[src/rtl/expr_pkg.sv]
// Shared definitions for the expression-evaluation controller.
//   state_t    : controller states (3-bit encoding)
//   cls_t      : character classes seen by the grammar
//   acc_cmd_t  : commands the controller issues to the accumulator
//   CH_*       : ASCII constants used by the grammar
//   char_class : maps an ASCII byte to its class
package expr_pkg;

  typedef enum logic [2:0] {
    IDLE = 3'd0,
    OPND = 3'd1,
    OPER = 3'd2,
    ERR  = 3'd3,
    DONE = 3'd4
  } state_t;

  typedef enum logic [1:0] {
    CLS_DIG = 2'd0,
    CLS_OP  = 2'd1,
    CLS_EQ  = 2'd2,
    CLS_BAD = 2'd3
  } cls_t;

  typedef enum logic [2:0] {
    ACC_HOLD  = 3'd0,
    ACC_LOAD  = 3'd1,
    ACC_MUL   = 3'd2,
    ACC_ADDLD = 3'd3,
    ACC_CLEAR = 3'd4
  } acc_cmd_t;

  localparam logic [7:0] CH_0   = 8'h30;
  localparam logic [7:0] CH_9   = 8'h39;
  localparam logic [7:0] CH_ADD = 8'h2B;
  localparam logic [7:0] CH_MUL = 8'h2A;
  localparam logic [7:0] CH_EQ  = 8'h3D;

  function automatic cls_t char_class(input logic [7:0] c);
    cls_t cls;
    if (c >= CH_0 && c <= CH_9)
      cls = CLS_DIG;
    else if (c == CH_ADD || c == CH_MUL)
      cls = CLS_OP;
    else if (c == CH_EQ)
      cls = CLS_EQ;
    else
      cls = CLS_BAD;
    return cls;
  endfunction

endpackage

[src/rtl/expr_acc.sv]
// Sum/product accumulator for precedence-correct evaluation of digit
// expressions. prod holds the running '*' term, sum the completed '+' terms.
// Ports:
//   clk, clr : clock, asynchronous active-high reset
//   cmd      : HOLD / LOAD (prod<=d, sum<=0) / MUL (prod<=prod*d) /
//              ADDLD (sum<=sum+prod, prod<=d) / CLEAR
//   d        : digit value 0..9, zero-extended to W
//   sum,prod : accumulator state
//   total    : sum+prod, the value of the expression so far
module expr_acc
  import expr_pkg::*;
#(
  parameter int W = 32
) (
  input  logic         clk,
  input  logic         clr,
  input  acc_cmd_t     cmd,
  input  logic [3:0]   d,
  output logic [W-1:0] sum,
  output logic [W-1:0] prod,
  output logic [W-1:0] total
);

  logic [W-1:0] dz;

  assign dz    = W'(d);
  assign total = sum + prod;

  // All arithmetic wraps modulo 2^W.
  always_ff @(posedge clk or posedge clr) begin
    if (clr) begin
      sum  <= '0;
      prod <= '0;
    end else begin
      unique case (cmd)
        ACC_LOAD: begin
          sum  <= '0;
          prod <= dz;
        end
        ACC_MUL: prod <= prod * dz;
        ACC_ADDLD: begin
          sum  <= sum + prod;
          prod <= dz;
        end
        ACC_CLEAR: begin
          sum  <= '0;
          prod <= '0;
        end
        default: ;
      endcase
    end
  end

endmodule

[src/rtl/expr_eval_ctrl.sv]
// Validates an ASCII stream against: digit (op digit)* '=' with op in
// {'+','*'}, evaluating it with '*' binding tighter than '+'. One expression
// is in flight; the result is held until the consumer handshakes.
// Ports:
//   clk, clr            : clock, asynchronous active-high reset
//   in_valid, in_char   : character source; in_ready = state != DONE
//   res_valid, res_ready: result handshake (res_valid = state == DONE)
//   res_ok              : 1 = valid syntax, 0 = syntax error
//   result              : evaluated value, 0 on error
//   busy                : expression partially received (OPND/OPER/ERR)
module expr_eval_ctrl
  import expr_pkg::*;
#(
  parameter int W = 32
) (
  input  logic         clk,
  input  logic         clr,
  input  logic         in_valid,
  input  logic [7:0]   in_char,
  output logic         in_ready,
  output logic         res_valid,
  input  logic         res_ready,
  output logic         res_ok,
  output logic [W-1:0] result,
  output logic         busy
);

  state_t       state, state_nx;
  acc_cmd_t     cmd;
  cls_t         cls;
  logic         accept;
  logic         lastop_mul;
  logic [7:0]   dchar;
  logic [3:0]   d;
  logic [W-1:0] sum, prod, total;

  assign cls       = char_class(in_char);
  assign dchar     = in_char - CH_0;
  assign d         = dchar[3:0];
  assign in_ready  = (state != DONE);
  assign res_valid = (state == DONE);
  assign busy      = (state == OPND) || (state == OPER) || (state == ERR);
  assign accept    = in_valid && in_ready;

  expr_acc #(.W(W)) u_acc (
    .clk   (clk),
    .clr   (clr),
    .cmd   (cmd),
    .d     (d),
    .sum   (sum),
    .prod  (prod),
    .total (total)
  );

  always_comb begin
    state_nx = state;
    cmd      = ACC_HOLD;
    unique case (state)
      IDLE: if (accept) begin
        if (cls == CLS_DIG) begin
          state_nx = OPND;
          cmd      = ACC_LOAD;
        end else if (cls == CLS_EQ) begin
          state_nx = DONE;
        end else begin
          state_nx = ERR;
        end
      end
      OPND: if (accept) begin
        if (cls == CLS_OP)      state_nx = OPER;
        else if (cls == CLS_EQ) state_nx = DONE;
        else                    state_nx = ERR;
      end
      OPER: if (accept) begin
        if (cls == CLS_DIG) begin
          state_nx = OPND;
          cmd      = lastop_mul ? ACC_MUL : ACC_ADDLD;
        end else begin
          // '=' right after an operator is an error but does not terminate.
          state_nx = ERR;
        end
      end
      ERR: if (accept && cls == CLS_EQ) state_nx = DONE;
      DONE: if (res_ready) begin
        state_nx = IDLE;
        cmd      = ACC_CLEAR;
      end
      default: state_nx = IDLE;
    endcase
  end

  always_ff @(posedge clk or posedge clr) begin
    if (clr) begin
      state      <= IDLE;
      lastop_mul <= 1'b0;
      res_ok     <= 1'b0;
      result     <= '0;
    end else begin
      state <= state_nx;
      if (accept && state == OPND && cls == CLS_OP)
        lastop_mul <= (in_char == CH_MUL);
      // Any terminating '=' (IDLE, OPND, ERR) latches the status; only a
      // digit-terminated expression yields a value.
      if (accept && cls == CLS_EQ && state != OPER) begin
        res_ok <= (state == OPND);
        result <= (state == OPND) ? total : '0;
      end
      if (state == DONE && res_ready) begin
        res_ok <= 1'b0;
        result <= '0;
      end
    end
  end

endmodule

[config.mk]
export PLATFORM = sky130hd
export DESIGN_NAME = expr_eval_ctrl
export DESIGN_NICKNAME = d
export VERILOG_FILES = /design/src/rtl/expr_pkg.sv /design/src/rtl/expr_acc.sv /design/src/rtl/expr_eval_ctrl.sv
export SDC_FILE = /design/constraint.sdc
export NUM_CORES = 1
export LEC_CHECK = 0
export ABC_AREA = 0
export CAP_MARGIN = 10
export CORE_ASPECT_RATIO = 1.25
export CORE_MARGIN = 2
export CORE_UTILIZATION = 40
export DETAILED_ROUTE_END_ITERATION = 6
export HOLD_SLACK_MARGIN = 0.1
export PLACE_DENSITY = 0.6
export SLEW_MARGIN = 20
export SYNTH_ARGS = -nofsm -noshare
export SYNTH_HDL_FRONTEND = slang
export SYNTH_SLANG_ARGS = --single-unit
[constraint.sdc]
create_clock -name clk -period 4.55 [get_ports clk]
set_input_delay 0.455 -clock clk [delete_from_list [all_inputs] [get_ports clk]]
set_output_delay 0.455 -clock clk [all_outputs]
set_load 0.02 [all_outputs]
# Word-level counts from Yosys, hierarchy flattened

Cells that the tools add are included.

$add $sub $neg: 2
$mul: 1
Order comparisons: 2
Eq/ne operators: 20
Mux-type cells: 27
Reductions and logical operators: 18

Operators with widths:

| operator            | count |
|---|---|
| $mux 32             | 3 |
| $pmux 32 s3         | 1 |
| $pmux 32 s2         | 1 |
| $add 32x32->32      | 1 |
| $mul 32x4->32       | 1 |
| $mux 3              | 9 |
| $eq 8x6->1 const B  | 3 |
| $pmux 3 s5          | 1 |
| $eq 3x2->1 const B  | 4 |
| $mux 2              | 5 |
| $pmux 3 s3          | 1 |
| $ge 8x6->1 const B  | 1 |
| $le 8x6->1 const B  | 1 |
| $logic_and 1x1->1   | 7 |
| $eq 3x1->1 const B  | 2 |
| $eq 3x3->1 const B  | 2 |
| $mux 1              | 6 |
| $ne 2x2->1 const B  | 3 |
| $reduce_and 5->1    | 1 |
| $ne 2x1->1 const B  | 2 |
| $reduce_bool 2->1   | 2 |
| $reduce_or 2->1     | 2 |
| $sub 4x1->4 const B | 1 |
| $logic_not 3->1     | 1 |
| other kinds (7)     | 9 |

Flip-flop bits (word level): 101
Input port bits: 12
Output and inout bits: 36
Logic and storage cells: 76

# Logic depth before layout (Yosys ltp)

Gate-level depths: netlist (run 1).

Depth in word-level cells: 11
Depth in mapped cells: 17

# Cells and area by module

A second synthesis (run 1) with hierarchy kept.

Cells, all modules: 1029
Area total of the unflattened synthesis: 9271.4 sq um

Modules (own cells, without submodules):

| module         | times used | cells an instance | area each (sq um) | seq. area each (sq um) |
|---|---|---|---|---|
| expr_acc       | 1          | 896               | 7592.3            | 1601.5 |
| expr_eval_ctrl | 1          | 133               | 1679.1            | 925.9 |

# Worst setup path after synthesis (run 1)

OpenSTA, ideal clock, no wires.

Kind: in2reg
From: input port in_char[1]
To: register u_acc.prod[24]
Setup time: 69 ps
Data arrival time: 4163 ps
Data required time: 4481 ps
Path slack: 318 ps
Stages: 15
Buffers on the path: 2
Path through: clkbuf_1 -> clkbuf_1 -> nand2_1 -> fa_1 -> fa_1 -> fa_1 -> nand2b_1 -> a21oi_2 -> o2111ai_2 -> a31oi_2 -> a221oi_4 -> o21ai_1 -> a21oi_1 -> or4b_1 -> nand3_1

Word-level cells in the longest chain between the ends: 11
Elaborated cells on any way between the ends: 25
Those cells by class: 1 x add/sub; 1 x mul; 2 x order compare; 7 x eq/ne; 9 x mux; 5 x reduce/logical

RTL lines:

| what                                                   | RTL line             | text |
|---|---|---|
| start, declared                                        | expr_eval_ctrl.sv:19 | `input logic [7:0] in_char,` |
| branches (longest 11 deep; another with $mul 32x4->32) | -                    |  |
| end signal, assigned                                   | expr_acc.sv:38       | `prod <= dz;` |
| end signal, assigned                                   | expr_acc.sv:40       | `ACC_MUL: prod <= prod * dz;` |
| end signal, assigned                                   | expr_acc.sv:43       | `prod <= dz;` |
| end, declared                                          | expr_acc.sv:20       | `output logic [W-1:0] prod,` |

Parallel ways; which one is timed is not known.
A chain may end at the register's enable or synchronous reset.

# Final worst setup path (run 1)

From: input port in_char[2]
To: register u_acc.prod[24]

Same word-level chain as after synthesis.

==> impl_metrics.env, run 1 <==
export IMPL_clock_sinks=101
export IMPL_synth_edff_count=0
export IMPL_yosys_top_cells_area="dfrtp_1 (28%), fa_1 (13%), ha_1 (9.2%)"
export IMPL_grt_pass1_wl_mm=38.5
export IMPL_async_reset_ff_frac=1.00
export IMPL_power_mw=1.78
export IMPL_first_iter_violations=309
export IMPL_n_fill_cell=2168
export IMPL_vias_per_cell=5.29
export IMPL_combPwrFrac=0.049
export IMPL_clock_latency_ps=370
export IMPL_dp_hpwl_mm=17.7
export IMPL_drive_above_1_share=0.0833
export IMPL_num_vias=7340
export IMPL_avgSynthCellArea_um2=8.90
export IMPL_synth_cell_types=67
export IMPL_die_area_um2=24000
export IMPL_globalplace_congestion=0.878
export IMPL_ys_seq_elements=101
export IMPL_rsz0062_at_grt="false"
export IMPL_cp_common_cell="fa_1"
export IMPL_relSlewSlack=0.309
export IMPL_fin_crit_sh=0.937
export IMPL_num_io_pins=48
export IMPL_rr_startpoint="u_acc.prod[1]"
export IMPL_start_util=0.408
export IMPL_r2r_setup_slack_ps=430
export IMPL_grt_use_met2=0.344
export IMPL_cts_resized=0
export IMPL_reg2reg_depth=13
export IMPL_cts_clk_slew_worst_paths_ps=80
export IMPL_grt_start_max_net_pins=62
export IMPL_placed_area_um2=10300
export IMPL_grt_use_met3=0.0186
export IMPL_root_buffer="clkbuf_16"
export IMPL_endpoint="u_acc.prod[24]"
export IMPL_p_int_mw=1.32
export IMPL_die_h_um=173
export IMPL_dr_pass1_iters=5
export IMPL_layout_common_cells="inv_1 (127), nand2_1 (120), dfrtp_1 (101)"
export IMPL_critPathRequiredTime_ps=4850
export IMPL_period_minus_slack_ps=4260
export IMPL_antenna_found_initial=0
export IMPL_power_leakage_nw=5.29
export IMPL_met1_usage=0.255
export IMPL_synthCells=1022
export IMPL_r2r_end="u_acc.prod[24]"
export IMPL_synthToLayoutAreaGrowth_pct=16.1
export IMPL_wirelength_mm=22.5
export IMPL_p_sw_mw=0.466
export IMPL_crit_fanout=10
export IMPL_htree_levels=3
export IMPL_p_seq_frac=0.508
export IMPL_end_kind="register"
export IMPL_cp_top_family="adder cells"
export IMPL_path_buf_inv=2
export IMPL_finalHoldViolCount=0
export IMPL_yosys_warnings=0
export IMPL_yosys_area_top_type_share=0.278
export IMPL_place_ws_ps=-83.8
export IMPL_wl_per_cell_um=16.2
export IMPL_setup_violations=0
export IMPL_ir_drop_mv=0.158
export IMPL_power_density_nw_per_um2=169
export IMPL_cts_buffers=9
export IMPL_layout_nets=1236
export IMPL_cts_hold_buf=0
export IMPL_slowest_delay_ps=550
export IMPL_cp_depth=15
export IMPL_timing_final_ws_setup_ps=287
export IMPL_final_util=0.474
export IMPL_cts_buffer_depth=2
export IMPL_min_path_type="register to register"
export IMPL_core_um2=22300
export IMPL_syn_nets=1159
export IMPL_criticalPathCategory="input pin to register"
export IMPL_cts_tree="built"
export IMPL_worstPathArrival_ps=4570
export IMPL_fin_area_um2=10600
export IMPL_cp_startpoint="in_char[2]"
export IMPL_die_w_um=139
export IMPL_finClkSkew_ps=8.97
export IMPL_slew_violations=0
export IMPL_track_usage=0.196
export IMPL_p_clk_frac=0.443
export IMPL_ys_flop_type="dfrtp_1"
export IMPL_run_status="finished, final reports clean"
export IMPL_cts_setup_buffers=0
export IMPL_crit_chain="clkdlybuf4s50_1, buf_12, nand2_1, fa_1, fa_1, fa_1, nand2b_1, a21oi_2, o2111ai_2, a31oi_2, a221oi_4, o21ai_1, a21oi_1, or4b_1, nand3_1"
export IMPL_start_kind="input pin"
export IMPL_busiest_layer="met2"
export IMPL_synth_area_um2=9090
export IMPL_cap_violations=0
export IMPL_grt_overflow_total=0
export IMPL_fmax_mhz=235
export IMPL_antenna_left=0
export IMPL_swShare=0.262
export IMPL_grt_pass1_vias=7640
export IMPL_numPortBuffers=47
export IMPL_slowest_stage="fa_1"
export IMPL_diodes=0
export IMPL_mostFrequentLayoutCell="inv_1"
export IMPL_ys_seq_area_frac=0.278
export IMPL_fp_row_count=61
export IMPL_synth_top_cell_by_area="dfrtp_1"
export IMPL_drc_errors=0
export IMPL_tightestPinTransition_ps=1040
worst register-to-register path: cells and delay by family (launching register included):
family                     cells  cell delay [ps]
adders and majority gates      3             1500
DFF                            1              540
and+or+nand+nor                4              920
AOI/OAI and AO/OA              6             1080
state kept, by name, indices dropped and copies added, names as in the netlist:
name        count
u_acc.prod     32
res_ok          1
u_acc.sum      32
lastop_mul      1
state           3
result         32
routing by layer:
metal  share of wire  vias up
met3           0.023       17
li1                -     3606
met1            0.46     3609
met4           0.014        0
met2            0.51      108
met5               0        -
final cells by class:
class | count | area, µm² | share of cell area
sequential | 101 | 2530 | 0.239
clock buffer | 9 | 225 | 0.0213
inverter | 128 | 483 | 0.0458
clock inverter | 7 | 65.1 | 0.00616
tap | 283 | 354 | 0.0335
timing repair buffer | 103 | 928 | 0.0880
multi-input combinational | 756 | 5970 | 0.566
cells in the mapped netlist (all sizes together), types with 3 or more instances:
| library cell | number |
|---|---|
| nand2b | 11 |
| inv | 128 |
| clkbuf | 36 |
| a21oi | 44 |
| a31oi | 5 |
| o21a | 8 |
| nor3b | 7 |
| nor4b | 3 |
| o21ai | 57 |
| a211oi | 7 |
| o22ai | 4 |
| nor2 | 36 |
| xor2 | 24 |
| and2 | 89 |
| a211o | 4 |
| o211ai | 5 |
| ha | 67 |
| dfrtp | 101 |
| xnor2 | 33 |
| nand4 | 5 |
| o31ai | 8 |
| nor3 | 5 |
| fa | 58 |
| a2111oi | 3 |
| nand2 | 120 |
| nand3 | 12 |
| or3 | 3 |
| nor2b | 16 |
| a21o | 19 |
| and3 | 7 |
| a221oi | 4 |
| a22o | 52 |
| o21bai | 6 |
power groups by stage:
stage / registers (mW) / clock network [mW] / logic [mW]
final: 0.904 / 0.790 / 0.0872
after global routing: 0.905 / 0.836 / 0.0972
after CTS: 0.904 / 0.809 / 0.0897
after detailed placement: 0.922 / 0 / 0.0895
after global placement: 0.922 / 0 / 0.0888
after floorplan: 0.922 / 0 / 0.0427
cells by family (layout without fill, tap and decap cells):
logic type / after synthesis / after routing / synth area share
AO/OA/AOI/OAI: 250 / 250 / 0.197
AND/OR/NAND/NOR: 322 / 322 / 0.180
buffers and inverters: 165 / 247 / 0.0681
adder cells (fa/ha/maj): 125 / 125 / 0.220
XOR/XNOR: 57 / 57 / 0.0549
multiplexers: 2 / 2 / 0.00220
flip-flops: 101 / 101 / 0.278
worst min-delay path by stage:
stage             startpoint             to  slack (ps)  depth (start not counted)
6_report              res_ok         res_ok         480                          1
5_1_grt               res_ok         res_ok         500                          1
4_1_cts           result[26]     result[26]         490                          2
3_5_place_dp      result[26]     result[26]         470                          2
3_3_place_gp          res_ok         res_ok         460                          1
2_1_floorplan  u_acc.sum[29]  u_acc.sum[29]         460                          2
per-stage QoR:
step,hold slack (ps),setup TNS (ps),instances
final,482,0,1387
after global routing,500,0,1387
after CTS,488,0,1387
after detailed placement,469,-418,1371
after global placement,460,-141,1371
after floorplan,456,0,1022
Note: power is estimated with default switching activity, not from simulation.
==> run 2, diff against run 1 <==
--- a/config.mk
+++ b/config.mk
@@ -13,7 +13,7 @@
 export DETAILED_ROUTE_END_ITERATION = 6
 export HOLD_SLACK_MARGIN = 0.1
 export PLACE_DENSITY = 0.6
-export SLEW_MARGIN = 20
 export SYNTH_ARGS = -nofsm -noshare
 export SYNTH_HDL_FRONTEND = slang
 export SYNTH_SLANG_ARGS = --single-unit
+export TNS_END_PERCENT = 20
==> results of run 2 <==
No change in the layout: final DEF, timing and power equal those of run 1.
==> run 3, diff against run 2 <==
--- a/config.mk
+++ b/config.mk
@@ -9,10 +9,10 @@
 export CAP_MARGIN = 10
 export CORE_ASPECT_RATIO = 1.25
 export CORE_MARGIN = 2
-export CORE_UTILIZATION = 40
+export CORE_UTILIZATION = 45
 export DETAILED_ROUTE_END_ITERATION = 6
 export HOLD_SLACK_MARGIN = 0.1
-export PLACE_DENSITY = 0.6
+export PLACE_DENSITY = 0.66
 export SYNTH_ARGS = -nofsm -noshare
 export SYNTH_HDL_FRONTEND = slang
 export SYNTH_SLANG_ARGS = --single-unit
==> run 3 against run 2 <==
Compared with the run above:
- the flow now finishes with violations (DRC)
- total power grew 4.2%
- wire length down 3.5%
- count of clock-buffer cells in the layout stayed put
- via count increased by 1.8%
- sequential share of layout area grew 0.094 points
- die area decreased by 11%
- flip-flop and latch count is the same
- global-route usage up 1.7 points
- combinational power is 6.3% lower
- first-iteration DRC count is 22% higher
- clock power grew 10%
- worst setup slack got worse by 9.9 ps
==> impl_metrics.env, run 3 (same netlist as run 1, synthesis figures left out) <==
export IMPL_violations="DRC"
export IMPL_first_iter_violations=378
export IMPL_die_area_um2=21400
export IMPL_crit_chain="clkdlybuf4s50_1, buf_4, and2_1, fa_1, inv_1, fa_1, inv_1, ha_1, a2111o_1, o2111ai_2, a31oi_2, a221oi_4, o31ai_2, a221oi_2, mux2i_1, nand2_1"
export IMPL_track_usage=0.213
export IMPL_cts_setup_buffers=0
export IMPL_ir_drop_mv=0.145
export IMPL_grt_start_max_net_pins=57
export IMPL_tns_ps=0
export IMPL_fp_row_count=58
export IMPL_timing_final_ws_setup_ps=277
export IMPL_diodes=0
export IMPL_relSlewSlack=0.534
export IMPL_root_buffer="clkbuf_16"
export IMPL_clock_sinks=101
export IMPL_synthToLayoutAreaGrowth_pct=15.6
export IMPL_wl_per_cell_um=15.9
export IMPL_crit_fanout=10
export IMPL_fin_crit_sh=0.939
export IMPL_htree_levels=3
export IMPL_vias_per_cell=5.46
export IMPL_slowest_stage="fa_1"
export IMPL_power_density_nw_per_um2=177
export IMPL_grt_use_met2=0.385
export IMPL_dr_pass1_iters=7
export IMPL_drive_above_1_share=0.0783
export IMPL_critPathRequiredTime_ps=4800
export IMPL_die_w_um=131
export IMPL_mostFrequentLayoutCell="inv_1"
export IMPL_num_vias=7470
export IMPL_antenna_found_initial=0
export IMPL_place_ws_ps=-146
export IMPL_setup_violations=0
export IMPL_die_h_um=163
export IMPL_layout_common_cells="inv_1 (127), nand2_1 (120), dfrtp_1 (101)"
export IMPL_globalplace_congestion=0.881
export IMPL_cts_resized=0
export IMPL_rsz0062_at_grt="false"
export IMPL_cts_buffer_depth=2
export IMPL_period_minus_slack_ps=4270
export IMPL_cap_violations=0
export IMPL_start_kind="input pin"
export IMPL_criticalPathCategory="input pin to register"
export IMPL_finalHoldViolCount=0
export IMPL_slew_violations=0
export IMPL_grt_overflow_total=0
export IMPL_grt_pass1_wl_mm=36.9
export IMPL_start_util=0.456
export IMPL_worstPathArrival_ps=4530
export IMPL_core_um2=20000
export IMPL_met1_usage=0.267
export IMPL_slowest_delay_ps=550
export IMPL_drc_errors=4
export IMPL_dp_hpwl_mm=16.9
export IMPL_antenna_left=0
export IMPL_fmax_mhz=234
export IMPL_wirelength_mm=21.7
export IMPL_layout_nets=1230
export IMPL_numPortBuffers=47
export IMPL_clock_latency_ps=360
export IMPL_reg_top3="result: 32 flops, u_acc.prod: 32 flops, u_acc.sum: 32 flops"
export IMPL_cts_clk_slew_worst_paths_ps=80
export IMPL_grt_use_met3=0.0177
export IMPL_cts_hold_buf=0
export IMPL_busiest_layer="met2"
export IMPL_end_kind="register"
export IMPL_cts_tree="built"
export IMPL_run_status="complete, but fails checks"
export IMPL_num_io_pins=48
export IMPL_tightestPinTransition_ps=699
export IMPL_min_path_type="input pin to asynchronous set/reset pin"
export IMPL_power_leakage_nw=5.29
export IMPL_grt_pass1_vias=7480
export IMPL_finClkSkew_ps=11.4
export IMPL_cts_buffers=9
run 3: changes by cell type in the layout (fill, tap and decap cells not counted):
cell             change
buf_12               -2
buf_4                -4
bufinv_16            +2
clkdlybuf4s50_1      -2
clkinv_2             -1
clkinv_8             -1
clkinvlp_4           +1
dlymetal6s2s_1       +2
inv_6                -2
inv_8                +1
run 3: power breakdown:
| part | switching (mW) | total [mW] | internal (mW) | leakage [nW] |
|---|---|---|---|---|
| combinational | 0.0546 | 0.0817 | 0.0271 | 3.73 |
| clock | 0.379 | 0.870 | 0.491 | 0.159 |
| sequential | 0.00490 | 0.905 | 0.900 | 1.40 |
| total | 0.438 | 1.86 | 1.42 | 5.29 |
run 3: worst paths after layout:
kind	from	endpoint	slack, ps	cells past startpoint
setup / recovery	in_char[3]	u_acc.prod[30]	280	16
hold reg to reg	result[1]	result[1]	480	2
setup reg to reg	u_acc.prod[6]	u_acc.prod[30]	430	14
max in group asynchronous	clr	u_acc.sum[20]	3340	3
min in group clk	result[1]	result[1]	480	2
hold / removal	clr	result[1]	320	2
run 3: worst max-delay path: cells and delay by family:
| family | cells | cell delay, ps |
|---|---|---|
| compound gates | 6 | 1590 |
| mux | 1 | 210 |
| fa+ha+maj | 3 | 1370 |
| simple gates | 2 | 220 |
| buf+inv | 4 | 670 |
run 3: layer usage:
metal  up-vias  wire [µm]
met5         -          0
met4         0        429
met3        32        476
met2       118      11000
met1      3706       9770
li1       3614          -
run 3: metrics by stage:
| stage | area, µm² | instances | hold slack, ps | total power, mW | util |
|---|---|---|---|---|---|
| after floorplan | 9090 | 1022 | 456 | 0.965 | - |
| after global placement | 10200 | 1352 | 460 | 1.00 | 0.510 |
| after detailed placement | 10200 | 1352 | 467 | 1.01 | 0.510 |
| after CTS | 10500 | 1368 | 316 | 1.87 | 0.527 |
| after global routing | 10500 | 1368 | 332 | 1.91 | 0.527 |
| final | 10500 | 1368 | 322 | 1.86 | 0.527 |
run 3: layout make-up:
cell class | instances | area (µm²)
clock buffers | 9 | 225
repair buffers | 97 | 863
clock inverters | 7 | 105
multi-input cells | 756 | 5970
well taps | 270 | 338
flip-flops and latches | 101 | 2530
inverters | 128 | 483
fillers | 1891 | 9440
